===== src/rtl/voice_alloc_if.sv =====
// Note-strobe / voice-output bundle between the MIDI decoder
// and the voice allocator.
interface voice_alloc_if #(
  parameter int VOICES = 4,
  parameter int NOTE_W = 8
);
  localparam int CNT_W = $clog2(VOICES + 1);

  logic [NOTE_W-1:0]        note_i;
  logic                     noteOnStrb_i;
  logic                     noteOffStrb_i;
  logic [VOICES*NOTE_W-1:0] voiceNote_o;
  logic [VOICES-1:0]        voiceGate_o;
  logic [VOICES-1:0]        voiceLoad_o;
  logic                     steal_o;
  logic [CNT_W-1:0]         activeCnt_o;

  modport master (
    output note_i, noteOnStrb_i, noteOffStrb_i,
    input  voiceNote_o, voiceGate_o, voiceLoad_o,
    input  steal_o, activeCnt_o
  );

  modport slave (
    input  note_i, noteOnStrb_i, noteOffStrb_i,
    output voiceNote_o, voiceGate_o, voiceLoad_o,
    output steal_o, activeCnt_o
  );
endinterface


===== src/rtl/voice_alloc.sv =====
// Polyphonic voice allocator: free-slot allocation, retrigger,
// LRU stealing and note-off release onto VOICES oscillators.
module voice_alloc #(
  parameter int VOICES = 4,
  parameter int NOTE_W = 8
) (
  input logic          clk_i,
  input logic          nrst_i,
  voice_alloc_if.slave bus
);
  localparam int AGE_W = $clog2(VOICES);
  localparam int CNT_W = $clog2(VOICES + 1);
  typedef logic [AGE_W-1:0] idx_t;

  logic [NOTE_W-1:0] note [VOICES];
  idx_t              age  [VOICES];
  logic [VOICES-1:0] gate;
  logic [VOICES-1:0] gateNxt;
  logic [VOICES-1:0] load;
  logic              steal;
  logic [CNT_W-1:0]  cnt;
  logic [CNT_W-1:0]  cntNxt;

  logic onHit, freeHit, offHit;
  idx_t onIdx, freeIdx, oldIdx, offIdx, tgt;
  logic doOn, doOff, doSteal;

  always_comb begin
    onHit   = 1'b0;
    freeHit = 1'b0;
    offHit  = 1'b0;
    onIdx   = '0;
    freeIdx = '0;
    oldIdx  = '0;
    offIdx  = '0;
    for (int v = 0; v < VOICES; v++) begin
      if (!onHit && gate[v] &&
          note[v] == bus.note_i) begin
        onHit = 1'b1;
        onIdx = idx_t'(v);
      end
      if (!freeHit && !gate[v]) begin
        freeHit = 1'b1;
        freeIdx = idx_t'(v);
      end
      if (age[v] == idx_t'(VOICES - 1))
        oldIdx = idx_t'(v);
    end
    // Same-note search doubles as the note-off match.
    offHit  = onHit;
    offIdx  = onIdx;
    doSteal = !onHit && !freeHit;
    tgt     = onHit   ? onIdx   :
              freeHit ? freeIdx : oldIdx;
    doOn    = bus.noteOnStrb_i;
    doOff   = bus.noteOffStrb_i &&
              !bus.noteOnStrb_i && offHit;

    gateNxt = gate;
    if (doOn)
      gateNxt[tgt] = 1'b1;
    else if (doOff)
      gateNxt[offIdx] = 1'b0;

    cntNxt = '0;
    for (int v = 0; v < VOICES; v++)
      cntNxt = cntNxt + CNT_W'(gateNxt[v]);
  end

  always_ff @(posedge clk_i or negedge nrst_i) begin
    if (!nrst_i) begin
      for (int v = 0; v < VOICES; v++) begin
        note[v] <= '0;
        age[v]  <= idx_t'(v);
      end
      gate  <= '0;
      load  <= '0;
      steal <= 1'b0;
      cnt   <= '0;
    end else begin
      load  <= '0;
      steal <= 1'b0;
      gate  <= gateNxt;
      cnt   <= cntNxt;
      if (doOn) begin
        note[tgt] <= bus.note_i;
        load      <= VOICES'(1) << tgt;
        steal     <= doSteal;
        for (int v = 0; v < VOICES; v++)
          if (age[v] < age[tgt])
            age[v] <= age[v] + idx_t'(1);
        age[tgt] <= '0;
      end
    end
  end

  for (genvar v = 0; v < VOICES; v++) begin : gNote
    assign bus.voiceNote_o[v*NOTE_W +: NOTE_W] = note[v];
  end

  assign bus.voiceGate_o = gate;
  assign bus.voiceLoad_o = load;
  assign bus.steal_o     = steal;
  assign bus.activeCnt_o = cnt;
endmodule


===== src/flat_wrapper.sv =====
// flat-port wrapper written by rule: the top's interface ports become plain ports
module voice_alloc_flat 
#(
  parameter int VOICES = 4,
  parameter int NOTE_W = 8
)
  (clk_i, nrst_i, bus_note_i, bus_noteOnStrb_i, bus_noteOffStrb_i, bus_voiceNote_o, bus_voiceGate_o, bus_voiceLoad_o, bus_steal_o, bus_activeCnt_o);
  voice_alloc_if #(.VOICES(VOICES), .NOTE_W(NOTE_W)) bus_i ();
  input logic clk_i;
  input logic nrst_i;
  input wire logic [$bits(bus_i.note_i)-1:0] bus_note_i;
  input wire logic [$bits(bus_i.noteOnStrb_i)-1:0] bus_noteOnStrb_i;
  input wire logic [$bits(bus_i.noteOffStrb_i)-1:0] bus_noteOffStrb_i;
  output wire logic [$bits(bus_i.voiceNote_o)-1:0] bus_voiceNote_o;
  output wire logic [$bits(bus_i.voiceGate_o)-1:0] bus_voiceGate_o;
  output wire logic [$bits(bus_i.voiceLoad_o)-1:0] bus_voiceLoad_o;
  output wire logic [$bits(bus_i.steal_o)-1:0] bus_steal_o;
  output wire logic [$bits(bus_i.activeCnt_o)-1:0] bus_activeCnt_o;
  assign bus_i.note_i = bus_note_i;
  assign bus_i.noteOnStrb_i = bus_noteOnStrb_i;
  assign bus_i.noteOffStrb_i = bus_noteOffStrb_i;
  assign bus_voiceNote_o = bus_i.voiceNote_o;
  assign bus_voiceGate_o = bus_i.voiceGate_o;
  assign bus_voiceLoad_o = bus_i.voiceLoad_o;
  assign bus_steal_o = bus_i.steal_o;
  assign bus_activeCnt_o = bus_i.activeCnt_o;
  voice_alloc #(.VOICES(VOICES), .NOTE_W(NOTE_W)) u_core (.clk_i(clk_i), .nrst_i(nrst_i), .bus(bus_i));
endmodule

===== config.mk =====
export PLATFORM = sky130hd
export DESIGN_NAME = voice_alloc_flat
export DESIGN_NICKNAME = d
export VERILOG_FILES = /design/src/rtl/voice_alloc_if.sv /design/src/rtl/voice_alloc.sv /design/src/flat_wrapper.sv
export SDC_FILE = /design/constraint.sdc
export NUM_CORES = 1
export LEC_CHECK = 0
export ABC_CLOCK_PERIOD_IN_PS = 3700
export CORE_UTILIZATION = 52
export DETAILED_ROUTE_END_ITERATION = 7
export PLACE_DENSITY_LB_ADDON = 0.25
export SLEW_MARGIN = 20
export SYNTH_ARGS = -nofsm -noshare
export SYNTH_HDL_FRONTEND = slang
export SYNTH_SLANG_ARGS = --single-unit

===== constraint.sdc =====
create_clock -name clk_i -period 3.7 [get_ports clk_i]
set_input_delay 0.555 -clock clk_i [delete_from_list [all_inputs] [get_ports clk_i]]
set_output_delay 0.555 -clock clk_i [all_outputs]
set_load 0.01 [all_outputs]

### Word-level counts from Yosys, hierarchy flattened

Index checks and enable logic that the tools add are counted.

* bits of input ports: 12
* logic and storage cells: 113
* output and inout bits: 44
* flip-flop bits (word level): 52

* reductions and logical operators: 27
* $add $sub $neg: 7
* bitwise operators: 6
* shift operators: 1
* mux-type cells: 43
* order comparisons: 10
* equality and inequality tests: 7

Operator list (number)
* 2-to-1 mux 2 bit: 19
* bitwise mux 32 bit: 1
* equality test 8 bit: 4
* demux 8 bit (select 2 bit): 1
* logical AND 1 bit: 16
* 2-to-1 mux 1 bit: 14
* 2-to-1 mux 4 bit: 3
* zero test 1 bit: 11
* adder 2 x 1 -> 2 bit, second input constant: 4
* AND 8 bit: 1
* less-than comparator 2 bit: 4
* 2-to-1 mux 8 bit: 1
* NOT 8 bit: 1
* adder 3 x 1 -> 3 bit: 2
* equality test 2 bit, second input constant: 3
* less-than comparator 2 x 3 -> 1 bit, second input constant: 2
* AND 4 bit: 1
* binary-select mux 2 bit (select 2 bit): 1
* demux 1 bit (select 2 bit): 2
* demux 2 bit (select 2 bit): 1
* >= comparator 2 x 1 -> 1 bit, second input constant: 2
* NOT 4 bit: 1
* bitwise OR 4 bit: 1
* left shift 1 x 2 -> 4 bit, first input constant: 1
* 4 further kinds: 4

### Logic depth before layout (Yosys ltp)

Gate-level depths: netlist (run 1).

* depth in word-level cells: 26
* depth in mapped cells: 15
* gate-level depth less buffers: 14

### Worst setup path after synthesis (run 1)

OpenSTA, ideal clock, no wires.

* kind: input -> register
* from: input bus_note_i[4]
* to: register u_core.cnt[1], in the netlist u_core.bus.activeCnt_o[1]
* arrival time: 3.221 ns
* cell stages on the path: 11
* path buffers: 2
* library setup time: 0.126 ns
* setup slack: 0.353 ns
* data required time: 3.574 ns
* cell sequence: buf_4 xnor2_1 nand4_1 or3_1 and3_4 or4b_4 buf_2 o21ai_1 ha_1 fa_1 ha_1

* word-level cells in the longest chain between the ends: 26
* elaborated cells on any way between the ends: 41
* classes of those cells: 3 x add/sub; 4 x order compare; 4 x eq/ne; 14 x mux; 3 x bitwise; 13 x reduce/logical

Ends and longest elaborated chain
* from (decl): line flat_wrapper.sv:11 `input wire logic [$bits(bus_i.note_i)-1:0] bus_note_i;`
* equality test 8 bit: line voice_alloc.sv:38 `note[v] == bus.note_i) begin`
* logical AND 1 bit: line voice_alloc.sv:37 `if (!onHit && gate[v] &&`
* 2-to-1 mux 1 bit: line voice_alloc.sv:37
* zero test 1 bit: line voice_alloc.sv:37
* logical AND 1 bit (2 in a row): line voice_alloc.sv:37
* 2-to-1 mux 1 bit: line voice_alloc.sv:37
* zero test 1 bit: line voice_alloc.sv:37
* logical AND 1 bit (2 in a row): line voice_alloc.sv:37
* [... 9 more ...]
* NOT 4 bit (no line)
* AND 4 bit (no line)
* 2-to-1 mux 4 bit: line voice_alloc.sv:62 `else if (doOff)`
* 2-to-1 mux 4 bit *: line voice_alloc.sv:60 `if (doOn)`
* via u_core.gateNxt[1]: line voice_alloc.sv:18 `logic [VOICES-1:0] gateNxt;`
* adder 1 x 1 -> 2 bit *: line voice_alloc.sv:67 `cntNxt = cntNxt + CNT_W'(gateNxt[v]);`
* adder 3 x 1 -> 3 bit * (2 in a row): line voice_alloc.sv:67
* via u_core.cntNxt[1]: line voice_alloc.sv:22 `logic [CNT_W-1:0] cntNxt;`
* to (signal assigned): line voice_alloc.sv:84 `cnt <= cntNxt;`
* to (decl): line voice_alloc.sv:21 `logic [CNT_W-1:0] cnt;`

The timed path passes the listed nets; every way through them passes the cells marked *.
A chain may end at the register's enable or synchronous reset.

### Final worst setup path (run 1)

* from: input bus_note_i[1]
* to: register u_core.age[3] (netlist bit)

* word-level cells in the longest chain between the ends: 24
* elaborated cells on any way between the ends: 36
* classes of those cells: 3 x order compare; 4 x eq/ne; 15 x mux; 3 x bitwise; 11 x reduce/logical

Ends and longest elaborated chain
* equality test 8 bit: line voice_alloc.sv:38
* logical AND 1 bit: line voice_alloc.sv:37
* 2-to-1 mux 1 bit: line voice_alloc.sv:37
* zero test 1 bit: line voice_alloc.sv:37
* logical AND 1 bit (2 in a row): line voice_alloc.sv:37
* 2-to-1 mux 1 bit: line voice_alloc.sv:37
* zero test 1 bit: line voice_alloc.sv:37
* logical AND 1 bit (2 in a row): line voice_alloc.sv:37
* [... 5 more ...]
* 2-to-1 mux 2 bit *: line voice_alloc.sv:53 `tgt = onHit ? onIdx :`
* NOT 2 -> 3 bit (implied by the code) *: line voice_alloc.sv:90, voice_alloc.sv:92
* binary-select mux 2 bit (select 2 bit): line voice_alloc.sv:90 `if (age[v] < age[tgt])`
* 2-to-1 mux 2 bit (implied by the code) (2 in a row): line voice_alloc.sv:90
* less-than comparator 2 bit: line voice_alloc.sv:90
* 2-to-1 mux 2 bit: line voice_alloc.sv:90
* 2-to-1 mux 2 bit: line voice_alloc.sv:85 `if (doOn) begin`
* AND 8 bit (no line) *
* to (signal, indexed assignment): line voice_alloc.sv:74 `age[v] <= idx_t'(v);`
* to (signal, indexed assignment): line voice_alloc.sv:91 `age[v] <= age[v] + idx_t'(1);`
* to (decl): line voice_alloc.sv:16 `idx_t age [VOICES];`

Every way passes the cells marked *; elsewhere a longest branch is shown, timed or not. The select of a mux whose other input is x is not followed.

==> run metrics, run 1 <==
outcome complete, no violations; Final Cycle Share 95.0%; fraction of layout cells with a size suffix above 1 17.8%; mean post-synth cell area 10.9 sq um; count leader, synth dfrtp_1; Synth Instances 267; post-route ant nets 0; row count 26; RSZ-0062 raised after global routing false; die width 76.7 microns; top post-synthesis cells by area dfrtp_1 (41%), xnor2_1 (9.3%), mux2_1 (9.3%); non-filler cells, final 423; Synth Net Count 289; input/output buffers 55; worst-case reg-to-reg path depth 15; synth-to-layout area growth 31.7%; register area share after synthesis 45.0%; grt total ovfl 0; die area 5890 sq um; Worst setup SP type input pin; #FFs+latches synth 52; HPWL Detailed 5.17 mm; TritonCTS buffer count 5; final setup margin 0.186 ns; largest net degree at the start of global routing 49; H-tree depth 2; final worst path period need 3.51 ns; top cells by count, synth dfrtp_1 (48), nand2_1 (39), xnor2_1 (31); Fill cells 393; yosys warns 0; CTS sink count 52; Hold Crit Class in -> async; PostCTS Resize Cnt 0; Nets 374; Async SR Flop Fraction 100%; Peak VDD IR 512 uV; leakage power 1.71 nW; core footprint 5240 sq um; Synth Flop Type dfrtp_1; # diodes 0; Synth top area share 41.4%; routability cong. 0.907; # Post-CTS Setup Buffers 0; worst-skew pair later-pin latency 0.31 ns; drt via density 5.40; Post-synth EDFFs 0; IO Pins 56; # DRC 0; Die Y 76.7 microns; vias in the first global route 2,360; Fin. Hold Viols 0; pwr/cell area 978 nW/um^2; Final Max Slew Viols 0; Vias 2,283; CTS tree built; clock root buffer clkbuf_8; Cell Area, Synth 2900 sq um; critical path peak fanout 6; Setup-failing EPs final 0; Place WS -0.156 ns; DR iter-0 viols 98; Clock transition at path regs 0.09 ns; first-pass GRT wire length 11.6 mm; total routed wirelength 6.87 mm; WP data required 3.94 ns; initial antenna violation count 0; Worst Max-Slew Pin Slew 0.582 ns; maximum buffer depth of the clock tree 2; first drt pass iteration count 4; # hold bufs at CTS 0; critical path class in -> reg; Worst Skew 0.00715 ns; Synth cell types 50; relative slew slack 61.2%; f_max 285 MHz; CP Capture Type register; Overall Global Routing Usage 25.3%; max cap viols 0; Critical Path AT 3.76 ns; Yosys top cell by area dfrtp_1; per-cell routed wire length 16.3 microns; placed cell count 415; Starting Density 55.4%
sequential cells by signal, summed over array words and instances, names as in the netlist:
| signal | cells |
|---|---|
| u_core.age | 8 |
| u_core.bus.activeCnt_o | 3 |
| u_core.bus.steal_o | 1 |
| u_core.bus.voiceGate_o | 4 |
| u_core.bus.voiceLoad_o | 4 |
| u_core.bus.voiceNote_o | 32 |
power by group:
group | total [W] | switching, W | leakage (nW) | internal (W)
Clock | 0.000391 | 0.000191 | 0.0541 | 0.000200
Sequential | 0.00111 | 0.000262 | 0.613 | 0.000849
Combinational | 0.00224 | 0.00102 | 1.04 | 0.00122
Total | 0.00374 | 0.00148 | 1.71 | 0.00226
cell families after synthesis:
family	share of synthesized area [%]
mux	11.1
buf+inv	5.00
flops	45.0
xor+xnor	10.8
fa+ha+maj	4.57
compound gates	9.13
simple gates	14.5
metrics by stage:
stage	setup TNS (ns)	util, %	power (W)	hold slack (ns)	cell area (sq um)
after floorplan	0	-	0.00238	0.259	2900
after global placement	-0.123	70.6	0.00326	0.510	3700
after detailed placement	-0.803	70.6	0.00332	0.520	3700
after CTS	0	72.7	0.00374	0.455	3810
after global routing	0	73.0	0.00400	0.297	3820
final	0	73.0	0.00374	0.247	3820
metal layers:
layer  track usage [%]  up-vias  part of all wire (%)
met3              4.05       18                   3.7
li1                  -     1094                     -
met5                 0        -                     0
met4              9.62        0                   2.8
met2              43.8       61                    50
met1              31.7     1110                    43
layout make-up:
cell class	count	area, sq um	area share, %
Clock buffer	5	68.8	1.80
Tap cell	70	87.6	2.29
Timing Repair Buffer	90	816	21.3
Clock inverter	3	42.5	1.11
Inverter	11	41.3	1.08
Sequential cell	52	1310	34.2
Multi-Input combinational cell	192	1460	38.2
worst max-delay path, cell delays in order:
cell and delay, ns:
clkdlybuf4s50_1 0.54, buf_4 0.21, xnor2_1 0.20, nand4_1 0.15, or3_1 0.42, o211ai_1 0.23
nand2_1 0.11, o211ai_1 0.10, o21ai_1 0.19, ha_1 0.36, inv_1 0.04, o31ai_1 0.23
buf_4 0.16, mux2i_1 0.21, nor2_1 0.06
final timing paths:
kind	from	to	slack [ns]
max	bus_note_i[1]	u_core.age[3]	0.19
min	nrst_i	u_core.age[6]	0.25
max reg2reg	u_core.age[2]	u_core.age[3]	0.35
min reg2reg	u_core.bus.voiceNote_o[26]	u_core.bus.voiceNote_o[26]	0.55
max in group asynchronous	nrst_i	u_core.bus.voiceNote_o[21]	2.94
min in group clk_i	u_core.bus.voiceNote_o[26]	u_core.bus.voiceNote_o[26]	0.55
layout by cell type, fill, tap and decap left out, types with 4 or more instances in the layout:
cell type	instances
buf_4	36
clkbuf_8	5
clkdlybuf4s50_1	52
dfrtp_1	48
dfstp_2	4
ha_1	9
inv_1	8
mux2_1	24
mux2i_1	4
nand2_1	39
nand2b_1	6
nand3_1	5
nand4_1	5
nor2_1	11
nor3_1	6
o21a_1	5
o21ai_0	4
o31ai_1	4
xnor2_1	31
Power figures use the tool's default switching activity.
==> run 2: changes to the inputs <==
Settings changed: ABC_CLOCK_PERIOD_IN_PS 3700 to unset.
==> results of run 2 <==
No change in the layout: final DEF, timing and power equal those of run 1.
==> run 3: changes to the inputs <==
Settings changed: SETUP_SLACK_MARGIN set to 0.1.
==> run metrics, run 3 (same netlist as run 1, synthesis figures left out) <==
fraction of layout cells with a size suffix above 1 18.4% (+0.57 points); Nets 374 (unchanged); TritonCTS buffer count 5 (unchanged); CTS sink count 52 (unchanged); CP Capture Type register; initial antenna violation count 0 (unchanged); Die Y 76.7 microns (unchanged); row count 26 (unchanged); routability cong. 0.907 (unchanged); HPWL Detailed 5.17 mm (unchanged); # Post-CTS Setup Buffers 0 (unchanged); WP data required 3.89 ns (-0.05 ns); # hold bufs at CTS 0 (unchanged); non-filler cells, final 423 (unchanged); first drt pass iteration count 4 (unchanged); final setup margin 0.215 ns (+0.0281 ns); die width 76.7 microns (unchanged); setup tns final 0 ns (unchanged); Fin. Hold Viols 0 (unchanged); max cap viols 0 (unchanged); critical path class in -> reg; pwr/cell area 979 nW/um^2 (about the same); # diodes 0 (unchanged); Top Layer Used met4; post-route ant nets 0 (unchanged); Setup-failing EPs final 0 (unchanged); M1 WL 2.89 mm (-2.7%); Peak VDD IR 514 uV (+0.39%); H-tree depth 2 (unchanged); Starting Density 55.4% (unchanged); input/output buffers 55 (unchanged); f_max 287 MHz (+0.81%); Worst Max-Slew Pin Slew 0.584 ns (+0.00258 ns); Reg area 1310 sq um (unchanged); Fill cells 393 (unchanged); Worst Skew 0.00908 ns (+0.00193 ns); area occupied by multi-input gates 1470 sq um (+0.43%); worst-skew pair later-pin latency 0.31 ns (about the same); Place WS -0.156 ns (unchanged); final worst path period need 3.49 ns (-0.0281 ns); Critical Path AT 3.68 ns (-0.08 ns); IO Pins 56 (unchanged); Overall Global Routing Usage 25.3% (unchanged); per-cell routed wire length 16.3 microns (+0.15%); commonest non-fill, non-tap cell in the layout clkdlybuf4s50_1; outcome complete, no violations; synth-to-layout area growth 32.0%; Hold Crit Class in -> async; final core occ 73.2% (+0.17 points); WL met3 307 microns (+20%); # DRC 0 (unchanged); core footprint 5240 sq um (unchanged); clock root buffer clkbuf_8; max reg flops 32 (unchanged); placed cell count 415 (unchanged); critical path peak fanout 6 (unchanged); Worst setup SP type input pin; relative slew slack 61.0% (-0.17 points); first-pass GRT wire length 11.6 mm (unchanged); grt total ovfl 0 (unchanged); leakage power 1.72 nW (+0.60%); commonest cells after routing, fill and taps aside clkdlybuf4s50_1 (51), dfrtp_1 (48), nand2_1 (39), buf_4 (36), xnor2_1 (31); WL met2 3.50 mm (+1.3%); maximum buffer depth of the clock tree 2 (unchanged); largest net degree at the start of global routing 49 (unchanged); PostCTS Resize Cnt 0 (unchanged); die area 5890 sq um (unchanged); Clock transition at path regs 0.10 ns (about the same); vias in the first global route 2,360 (unchanged); CTS tree built; Vias 2,292 (+0.39%); DR iter-0 viols 107 (+9.2%); Final Cycle Share 94.2% (-0.76 points); Final Max Slew Viols 0 (unchanged); drt via density 5.42 (+0.39%); RSZ-0062 raised after global routing false; final hold slack 0.247 ns (+0.000193 ns); total routed wirelength 6.88 mm (+0.15%)
run 3: worst max-delay path: stages:
cell and delay, ns:
clkdlybuf4s50_1 0.64, xnor2_1 0.16, nand4_1 0.17, or3_4 0.37, and3_4 0.19, or4b_4 0.53
o21ai_1 0.13, ha_1 0.27, fa_1 0.37, ha_1 0.28
run 3: stage by stage:
step	cell area, sq um	power, W
2_1_floorplan	2900	0.00238
3_3_place_gp	3700	0.00326
3_5_place_dp	3700	0.00332
4_1_cts	3810	0.00374
5_1_grt	3830	0.00402
6_report	3830	0.00375
run 3: power by group:
group / leakage, nW / total, W / switching, W / internal [W]
Sequential: 0.613 / 0.00111 / 0.000262 / 0.000849
Clock: 0.0541 / 0.000391 / 0.000191 / 0.000200
Combinational: 1.05 / 0.00225 / 0.00103 / 0.00122
run 3: final timing paths:
path	startpoint	end	slack, ns	cells past startpoint
max	bus_note_i[0]	u_core.bus.activeCnt_o[1]	0.21	10
max reg2reg	u_core.age[2]	u_core.bus.activeCnt_o[1]	0.37	10
min reg2reg	u_core.bus.voiceNote_o[13]	u_core.bus.voiceNote_o[13]	0.55	2
min in group clk_i	u_core.bus.voiceNote_o[13]	u_core.bus.voiceNote_o[13]	0.55	2
min	nrst_i	u_core.bus.voiceNote_o[9]	0.25	1
max in group asynchronous	nrst_i	u_core.bus.voiceNote_o[23]	2.94	2
run 3: layout make-up:
cell class	count	area share, %
multi-input cells	192	38.3
clock inverters	3	1.11
repair buffers	90	21.3
flip-flops and latches	52	34.1
well taps	70	2.28
inverters	11	1.08
clock buffers	5	1.80
run 3: layer usage:
metal  track usage [%]  vias up
met3              4.05       18
met1              31.7     1121
li1                  -     1090
met2              43.8       63
met5                 0        -
met4              9.62        0
